==> src/rtl/decompress_controller.sv <==
// rtl/decompress_controller.sv - fetches run pairs from RAM and sequences decompress_handler
module decompress_controller #(
  parameter int TIMEOUT = 64
) (
  input  logic        clk,
  input  logic        RST,
  input  logic        start,
  input  logic [15:0] srcBase,
  input  logic [15:0] pairCount,
  input  logic [31:0] dstByteIndx,
  input  logic [2:0]  dstBitIndx,
  output logic [15:0] ramAddress,
  output logic        ramReadSignal,
  input  logic [7:0]  ramDataIn,
  output logic        ramOwner,
  output logic [7:0]  in1,
  output logic [7:0]  in2,
  output logic        work,
  output logic        working,
  output logic [31:0] byteIndx,
  output logic [2:0]  bitIndx,
  input  logic        handlerDone,
  input  logic [31:0] newByteIndx,
  input  logic [2:0]  newBitIndx,
  output logic        busy,
  output logic        done,
  output logic        error,
  output logic [31:0] finalByteIndx,
  output logic [2:0]  finalBitIndx
);

  typedef enum logic [2:0] {IDLE, RD1, RD1W, RD2, RD2W, HANDLE, UPDATE, FINISH} state_t;

  localparam logic [15:0] HC_LAST = 16'(TIMEOUT - 1);

  state_t      state_q;
  logic [15:0] src_q, cnt_q, pair_idx_q, hc_q, ram_address_q;
  logic        ram_read_q, ram_owner_q, work_q, busy_q, done_q, error_q;
  logic [7:0]  in1_q, in2_q;
  logic [31:0] byte_q, final_byte_q;
  logic [2:0]  bit_q, final_bit_q;

  logic [15:0] next_idx_d, next_addr_d;
  logic        empty_run_d;

  assign next_idx_d  = pair_idx_q + 16'd1;
  assign next_addr_d = src_q + (next_idx_d << 1);
  // in2 is still on the RAM bus in RD2W, so test it directly
  assign empty_run_d = ({1'b0, in1_q[6:0]} + {1'b0, ramDataIn[6:0]}) == 8'd0;

  always_ff @(posedge clk or negedge RST) begin
    if (!RST) begin
      state_q       <= IDLE;
      src_q         <= '0;
      cnt_q         <= '0;
      pair_idx_q    <= '0;
      hc_q          <= '0;
      ram_address_q <= '0;
      ram_read_q    <= 1'b0;
      ram_owner_q   <= 1'b1;
      work_q        <= 1'b0;
      busy_q        <= 1'b0;
      done_q        <= 1'b0;
      error_q       <= 1'b0;
      in1_q         <= '0;
      in2_q         <= '0;
      byte_q        <= '0;
      bit_q         <= '0;
      final_byte_q  <= '0;
      final_bit_q   <= '0;
    end else begin
      done_q <= 1'b0;
      case (state_q)
        IDLE: if (start) begin
          src_q      <= srcBase;
          cnt_q      <= pairCount;
          byte_q     <= dstByteIndx;
          bit_q      <= dstBitIndx;
          pair_idx_q <= '0;
          error_q    <= 1'b0;
          busy_q     <= 1'b1;
          if (pairCount == 16'd0) begin
            state_q <= FINISH;
          end else begin
            ram_address_q <= srcBase;
            ram_read_q    <= 1'b1;
            ram_owner_q   <= 1'b1;
            state_q       <= RD1;
          end
        end
        RD1: begin
          ram_read_q <= 1'b0;
          state_q    <= RD1W;
        end
        RD1W: begin
          in1_q         <= ramDataIn;
          ram_address_q <= ram_address_q + 16'd1;
          ram_read_q    <= 1'b1;
          state_q       <= RD2;
        end
        RD2: begin
          ram_read_q <= 1'b0;
          state_q    <= RD2W;
        end
        RD2W: begin
          in2_q <= ramDataIn;
          hc_q  <= '0;
          if (empty_run_d) begin
            state_q <= UPDATE;
          end else begin
            ram_owner_q <= 1'b0;
            work_q      <= 1'b1;
            state_q     <= HANDLE;
          end
        end
        HANDLE: begin
          // the first two cycles may still see done left high by the previous pair
          if (hc_q >= 16'd2 && handlerDone) begin
            byte_q      <= newByteIndx;
            bit_q       <= newBitIndx;
            work_q      <= 1'b0;
            ram_owner_q <= 1'b1;
            state_q     <= UPDATE;
          end else if (hc_q == HC_LAST) begin
            error_q     <= 1'b1;
            work_q      <= 1'b0;
            ram_owner_q <= 1'b1;
            state_q     <= FINISH;
          end else begin
            hc_q <= hc_q + 16'd1;
          end
        end
        UPDATE: begin
          pair_idx_q <= next_idx_d;
          if (next_idx_d == cnt_q) begin
            state_q <= FINISH;
          end else begin
            ram_address_q <= next_addr_d;
            ram_read_q    <= 1'b1;
            state_q       <= RD1;
          end
        end
        FINISH: begin
          final_byte_q <= byte_q;
          final_bit_q  <= bit_q;
          done_q       <= 1'b1;
          busy_q       <= 1'b0;
          state_q      <= IDLE;
        end
        default: state_q <= IDLE;
      endcase
    end
  end

  assign ramAddress    = ram_address_q;
  assign ramReadSignal = ram_read_q;
  assign ramOwner      = ram_owner_q;
  assign in1           = in1_q;
  assign in2           = in2_q;
  assign work          = work_q;
  assign working       = work_q;
  assign byteIndx      = byte_q;
  assign bitIndx       = bit_q;
  assign busy          = busy_q;
  assign done          = done_q;
  assign error         = error_q;
  assign finalByteIndx = final_byte_q;
  assign finalBitIndx  = final_bit_q;

endmodule

==> config.mk <==
export PLATFORM = sky130hd
export DESIGN_NAME = decompress_controller
export DESIGN_NICKNAME = d
export VERILOG_FILES = /design/src/rtl/decompress_controller.sv
export SDC_FILE = /design/constraint.sdc
export NUM_CORES = 1
export LEC_CHECK = 0
export BUFFER_PORTS_ARGS = -buffer_cell sky130_fd_sc_hd__buf_2
export CAP_MARGIN = 25
export CORE_ASPECT_RATIO = 2
export CORE_MARGIN = 10
export CORE_UTILIZATION = 48
export DETAILED_ROUTE_END_ITERATION = 16
export GPL_ROUTABILITY_DRIVEN = 0
export PLACE_DENSITY_LB_ADDON = 0.08
export REMOVE_ABC_BUFFERS = 1
export SLEW_MARGIN = 20
export SYNTH_ARGS = -nofsm -noshare
export SYNTH_HDL_FRONTEND = slang
export SYNTH_SLANG_ARGS = --single-unit
==> constraint.sdc <==
create_clock -name clk -period 4.06 [get_ports clk]
set_input_delay 0.812 -clock clk [delete_from_list [all_inputs] [get_ports clk]]
set_output_delay 0.812 -clock clk [all_outputs]
set_load 0.02 [all_outputs]
==> metrics list, run 1 <==
* Clock tree from TritonCTS: done
- Final setup violating endpoints: 0
* First-pass GRT wire length: roughly 45000 µm
* Final critical-path share of the clock period: 86.8%
- Summed over all cells, the static leakage comes to 5.46 nW.
- Max-cap violations in this run came to 0.
* Worst min path class: input pin to async pin
- In the post-synthesis netlist, the biggest area contributors are dfrtp_1 (46%), nand2_1 (8.2%), mux2_2 (7.1%).
* Starting density of the core: 48.9%
* Switch Pwr: 3.79 mW
* Width of the chip: 119 µm
- Overall track demand over capacity in global routing: 22.1%
- At the pin with the least slew margin, the transition time is ~1.1 ns.
- Layout cell share with drive strength beyond 1: 29.3%
* Number of buffers created by CTS: 17
* CP endpoint kind: register
- In this run the deepest clock path goes through 2 buffers.
- Post-layout minimum cycle time: 3.53 ns
* Number of antenna violations at the first check in global routing: 1
- Final number of max-transition violations: 0
- In this run, distinct cell masters in the synthesized netlist total 73.
- The worst pin sits at a relative slew slack of 29.5%.
* Remaining Overflow, GRT: 0
- The detailed router placed 7999 vias in this run.
* Hold bufs inserted after CTS: 0
- Clk network pwr share: 18.5%
- On the final layout, the worst clock skew is 0.00652 ns.
- The worst setup path is launched from a register.
- The share of the Yosys chip area taken by registers is 46.2%.
* Startpoint of the worst-slack reg-to-reg timing path: pair_idx_q[0]$_DFFE_PN0P_
* Switch share: 43.0%
- CTS H-Tree Depth: 4
- Timing would allow up to around 280 MHz.
- Power spread over the standard cell area amounts to 773 mW/mm².
* Worst endpoint data arrival time: 3.82 ns
- Internal power summed over all cells: 5.02 mW
* Reg2reg end: ramAddress[14]$_DFFE_PN0P_
- Count of instances resized after the clock tree is built: 0
* Final design instance area without fill: 0.0114 mm²
- Final hold violation count: 0
- Height of the die: 219 µm
- Summing all placed instances gives a cell area of 0.0108 mm².
* Root cell of the clock tree: clkbuf_16
- Clock latency of the later-clocked register in the worst-skew pair: 0.44 ns
- Post-Synthesis Cell Area: roughly 0.0095 mm²
- After synthesis, the share of flip-flops with an asynchronous set or reset is 100%.
- Data on the critical path is required at its endpoint by 4.35 ns.
* Maximum net fanout on the critical path: 8
- The floorplan step defined a die boundary enclosing 0.0261 mm².
* Crit path cell chain: ha_1 > nand3_1 > xnor2_1 > ha_1 > o21a_1 > o21a_1 > a2111oi_0 > or3_1 > o21ai_0 > a2111oi_0 > a2111oi_0 > mux2i_1
* DRT antenna net count: 0
- Number of port buffers: 222
- The synthesized design spends more area on one cell type than any other, namely dfrtp_1.
* Mapped Avg Cell Area: 9.46 µm²
- Most numerous cell on the critical path: a2111oi_0
- Aggregate routed wire length: 28800 µm
* Iteration-0 DRC Markers: 407
- After detailed routing, the number of remaining DRC violations is 0.
* Number of placement rows: 72
- Compared with the post-synthesis result, the final layout area differs by 20.4%.
- The clock drives 175 sinks.
- Maximum number of pins on one net before global-route repair: 75
- EDFF count, synth: 0
* Leading register cell type out of synthesis: dfrtp_1
- Finished Core Util: 58.9%
- #FFs+latches synth: 175
- Synthesized instance count: 1001
- Number of vias per cell after detailed routing: 5.43
* Buffers inserted during post-CTS setup optimization: 0
* Worst IR drop on VDD: 456 µV
* Category of the most critical setup path: register to register
- Setup repair after global routing left no endpoint under its margin.
- Detailed Routing Iterations Pass 1: 4
- Counting the fill cells in the layout gives 1797.
- After clock tree synthesis, the clock-pin slew on the worst setup and hold paths is 0.06 ns.
- Status: finished, final reports clean
- After detailed routing, the average wire length per cell comes to 19.6 µm.
- For this design the top-level I/O count stands at 223.
- HPWL Detailed: 22600 µm
- Proportion of power drawn by combinational gates: approximately 46%
* Worst r2r path cells: 12
* Core Region: 0.0194 mm²
- Registers are responsible for 35.9% of the overall power.
- The largest single stage delay on the critical path is between 0.4 and 0.5 ns.
- Yosys instantiated no cell more often than nand2_1.
* Nets: 1346
- Area share of the leading cell type in the synthesized netlist: a little under half
- Ranking of synthesized cells by instance count: nand2_1 (207), dfrtp_1 (174), nor2_1 (88), mux2_2 (60), a31oi_1 (44)
- Slack of the worst reg-to-reg path: 0.53 ns
- Via count of the first global-routing pass: 8481
- Diodes inserted: 0
- Yosys Warn Count: 0
* Library cell contributing the largest single delay on the critical path: dfrtp_1
## worst max-delay path: cells and delay by family (launching register included)
kind	cells	cell delay, ns
xor gates and xnor gates	1	0.27
adders and majority gates	2	0.58
DFF	1	0.49
AOI/OAI and AO/OA	6	1.26
muxes	1	0.15
and+or+nand+nor	2	0.63
## layout make-up
class	count	area, µm²	area share [%]
repair buffers	240	1280	11.2
well taps	259	324	2.84
clock inverters	9	111	0.977
clock buffers	22	464	4.07
multi-input cells	751	4780	41.9
flip-flops and latches	175	4380	38.4
inverters	18	67.6	0.592
## stage by stage
stage	power, mW	TNS [ns]	setup WS (ns)	std cells	hold slack [ns]
after global placement	7.18	0	0.678	1442	0.457
final	8.81	0	0.535	1474	0.383
after global routing	9.42	0	0.113	1474	0.444
after detailed placement	7.25	0	0.598	1442	0.467
after CTS	8.90	0	0.529	1473	0.408
after floorplan	5.71	-16.03	-0.458	944	0.452
## power by group through the flow
stage / Clock, mW / Combinational (mW) / Sequential (mW)
2_1_floorplan: 0 / 2.02 / 3.69
3_3_place_gp: 0 / 4.03 / 3.15
3_5_place_dp: 0 / 4.07 / 3.18
4_1_cts: 1.66 / 4.08 / 3.16
5_1_grt: 1.72 / 4.44 / 3.26
6_report: 1.63 / 4.02 / 3.16
## layout by cell type (no fill, tap or decap), types with 25 or more instances in the layout
cell     netlist  layout
xnor2_1       34      34
xor2_1        25      25
a21oi_1       27      27
o21ai_0       42      42
dfrtp_1      174     174
ha_1          27      27
mux2_2        60      60
buf_2          5     221
nand2_1      207     207
nand3_1       28      27
nor2_1        88      88
a31oi_1       44      44
## flip-flops by register name, summed over array words and instances, names as in the netlist, 16 cells and up
register	flops
byteIndx	32
cnt_q	16
finalByteIndx	32
hc_q	16
pair_idx_q	16
ramAddress	16
src_q	16
## layer usage
| layer | GRT usage [%] | share of wire (%) |
|---|---|---|
| met1 | 20.4 | 33 |
| met2 | 43.1 | 58 |
| met3 | 5.29 | 5.1 |
| met4 | 11.4 | 3.8 |
| met5 | 0 | 0.045 |
## how the worst max path moves through the flow
stage	slack (ns)	startpoint	endpoint	depth (start not counted)
4_1_cts	0.53	pair_idx_q[0]$_DFFE_PN0P_	ramAddress[14]$_DFFE_PN0P_	12
3_3_place_gp	0.68	pair_idx_q[0]$_DFFE_PN0P_	ramAddress[14]$_DFFE_PN0P_	12
2_1_floorplan	-0.46	state_q[2]$_DFFE_PN0P_	bitIndx[0]$_DFFE_PN0P_	5
5_1_grt	0.11	pair_idx_q[0]$_DFFE_PN0P_	ramAddress[14]$_DFFE_PN0P_	12
6_report	0.53	pair_idx_q[0]$_DFFE_PN0P_	ramAddress[14]$_DFFE_PN0P_	12
3_5_place_dp	0.60	pair_idx_q[0]$_DFFE_PN0P_	ramAddress[14]$_DFFE_PN0P_	12
## cell families after synthesis
| group | share of synthesized area [%] |
|---|---|
| adders and majority gates | 3.99 |
| AOI/OAI and AO/OA | 11.3 |
| DFF | 46.2 |
| muxes | 8.24 |
| buffers and inverters | 3.59 |
| xor gates and xnor gates | 5.86 |
| and+or+nand+nor | 20.7 |
Power figures use the tool's default switching activity.
==> run 2: changes to the inputs <==
- CORE_ASPECT_RATIO: 2 -> default
==> run 2 against run 1 <==
Against the previous run: critical endpoint unchanged; setup slack better by 0.096 ns; first-iteration DRC count down 24%; design area up 0.35%; final cell count up 0.34%.
==> metrics list, run 2 (synthesis gave the netlist of run 1 again) <==
- Tightest Pin Transition: 0.945 ns (was 1.05 ns)
- Switch Pwr: 3.78 mW (was 3.79 mW)
* Maximum net fanout on the critical path: 8 (unchanged)
- The static leakage is 5.48 nW (was 5.46 nW).
- Count of instances resized after the clock tree is built: 0 (unchanged)
- Final hold violation count: 0 (unchanged)
* Width of the chip: 160 µm (was 119 µm)
* Power density relative to cell area: 769 mW/mm² (was 773 mW/mm²)
* Maximum number of pins on one net before global-route repair: 83 (was 75)
- Switch share: 42.9% (was 43.0%)
* Num Clock Sinks: 175 (unchanged)
- The final period utilization is 84.5% (was 86.8%).
- The antenna diode count came to 0 (unchanged).
- The cell family contributing the most delay on the critical path is compound AO/OA/AOI/OAI gates (unchanged).
- Detailed Routing Iterations Pass 1: 5 (was 4)
* Overall track demand over capacity in global routing: 20.2% (was 22.1%)
- HPWL Detailed: 19500 µm (was 22600 µm)
- Clk network pwr share: 19.5% (was 18.5%)
- Final design instance area without fill: 0.0114 mm² (about the same)
- Critical path buffer and inverter count: 0 (unchanged)
- The placeable core region is 0.0195 mm² (was 0.0194 mm²).
- Buffers inserted during post-CTS setup optimization: 0 (unchanged)
- Clock latency of the later-clocked register in the worst-skew pair: 0.43 ns (was 0.44 ns)
* Internal power summed over all cells: 5.02 mW (about the same)
- Maximum achievable frequency: 292 MHz (was 284 MHz)
- Final setup violating endpoints: 0 (unchanged)
- First-pass GRT wire length: 42800 µm (was 45400 µm)
- The type of origin of the critical path is a register (unchanged).
- The category of the worst setup path capture point was a register (unchanged).
* Worst IR drop on VDD: 363 µV (was 456 µV)
- The CTS tree was done (unchanged).
- The area added between synthesis and finish was 20.8% (was 20.4%).
- Reg clk slew, reported paths: 0.07 ns (was 0.06 ns)
* Library cell contributing the largest single delay on the critical path: dfrtp_1 (unchanged)
- The violation count after the first detailed-route iteration came to 310 (was 407).
- The worst stage delay on the critical path came to 0.48 ns (was 0.49 ns).
- The full die area came to 0.0258 mm² (was 0.0261 mm²).
* Number of vias per cell after detailed routing: 5.31 (was 5.43)
- Aggregate routed wire length: 26200 µm (was 28800 µm)
- The number of global-route vias before repair came to 7995 (was 8481).
- The total via count after detailed routing is 7853 (was 7999).
* Per-cell routed wire length: 17.7 µm (was 19.6 µm)
* Max Cap Viol: 0 (unchanged)
- The cell at the root of the clock tree was clkbuf_16 (unchanged).
* DRC violations left: 0 (unchanged)
- The number of max-slew violations in the final report came to 0 (unchanged).
* Post-layout minimum cycle time: 3.43 ns (was 3.53 ns)
- Layout cell share with drive strength beyond 1: 29.5% (was 29.3%)
- Category of the most critical setup path: register to register (unchanged)
- The number of port buffers is 222 (unchanged).
- Sequential share of power: 35.6% (was 35.9%)
- The worst slew margin relative to its limit came to 36.7% (was 29.5%).
* Most common library cell in the layout ignoring fill and taps: buf_2 (unchanged)
- Unrepaired setup endpoints after global routing: false (unchanged)
* Maximum clock skew at final layout: 0.0142 ns (was 0.00652 ns)
- The number of buffers added by the clock tree synthesis step was 17 (unchanged).
- The number of rows in the core area came to 51 (was 72).
* Fill count: 1754 (was 1797)
- Most frequent cells in the layout: buf_2 (221), nand2_1 (207), dfrtp_1 (174), nor2_1 (88), mux2_2 (60) (unchanged)
* Worst endpoint data arrival time: 3.72 ns (was 3.82 ns)
* Starting density of the core: 48.7% (was 48.9%)
- The worst path required time came to 4.35 ns (about the same).
- The net count of the finished layout came to 1344 (was 1346).
- The remaining antenna violation count was 0 (unchanged).
* I/O pin count: 223 (unchanged)
* Number of antenna violations at the first check in global routing: 5 (was 1)
- The maximum root-to-sink buffer count was 2 (unchanged).
- The placed cell area came to 0.0108 mm² (about the same).
- The combinational fraction of design power was 44.9% (was 45.6%).
* Finished Core Util: 58.8% (was 58.9%)
- Remaining Overflow, GRT: 0 (unchanged)
* Status: finished, final reports clean (unchanged)
* Height of the die: 160 µm (was 219 µm)
- CTS H-Tree Depth: 4 (unchanged)
- The type of the most critical hold path is input pin to async pin (unchanged).
* Crit path cell chain: ha_1 > xor2_1 > ha_1 > o21ai_0 > o21ai_0 > a2111oi_0 > or3_1 > o21ai_0 > a2111oi_0 > a2111oi_0 > mux2i_1 (was ha_1 > nand3_1 > xnor2_1 > ha_1 > o21a_1 > o21a_1 > a2111oi_0 > or3_1 > o21ai_0 > a2111oi_0 > a2111oi_0 > mux2i_1)
- The count of hold buffers inserted by post-cts repair was 0 (unchanged).
## run 2: cell types whose count changed in the layout (fill, tap and decap cells not counted), sizes merged
cell      before  now
buf          240  238
clkbuf        22   17
clkinv         3    6
clkinvlp       5    2
inv           17   23
## run 2: worst paths after layout
check / startpoint / to / slack (ns) / cells past startpoint
max in group asynchronous: RST / finalByteIndx[26]$_DFFE_PN0P_ / 2.81 / 2
min in group clk: src_q[1]$_DFFE_PN0P_ / src_q[1]$_DFFE_PN0P_ / 0.49 / 2
setup reg to reg: pair_idx_q[0]$_DFFE_PN0P_ / ramAddress[14]$_DFFE_PN0P_ / 0.63 / 11
hold reg to reg: src_q[1]$_DFFE_PN0P_ / src_q[1]$_DFFE_PN0P_ / 0.49 / 2
hold / removal: RST / in2[3]$_DFFE_PN0P_ / 0.35 / 1
setup / recovery: pair_idx_q[0]$_DFFE_PN0P_ / ramAddress[14]$_DFFE_PN0P_ / 0.63 / 11
## run 2: metal layers
metal | up-vias | wire length, µm | track usage (%)
li1 | 3890 | - | -
met2 | 219 | 12300 | 32.3
met3 | 28 | 2110 | 7.54
met1 | 3708 | 11500 | 25.5
met5 | - | 50 | 0
met4 | 8 | 209 | 4.51
## run 2: layout make-up
cell class,instances,area (µm²),area share [%]
sequential,175,4380,38.3
clock buffer,17,425,3.72
timing repair buffer,238,1260,11.0
inverter,18,67.6,0.590
clock inverter,15,198,1.73
multi-input combinational,751,4780,41.8
tap,265,332,2.90
## run 2: stage by stage
stage                     power [mW]  std cells  hold slack, ns  TNS (ns)  worst slack [ns]
after floorplan                 5.71        944           0.452    -16.03            -0.458
after global routing            9.45       1479           0.374         0             0.230
after detailed placement        7.16       1446           0.476         0             0.667
after CTS                       8.92       1478           0.357         0             0.636
after global placement          7.11       1446           0.460         0             0.760
final                           8.80       1479           0.349         0             0.630
## run 2: power by group through the flow
stage	Combinational (mW)	Clock, mW	Sequential (mW)
finish	3.95	1.72	3.13
global route	4.40	1.82	3.24
CTS	4.02	1.76	3.14
detailed placement	4.01	0	3.16
global placement	3.97	0	3.14
floorplan	2.02	0	3.69
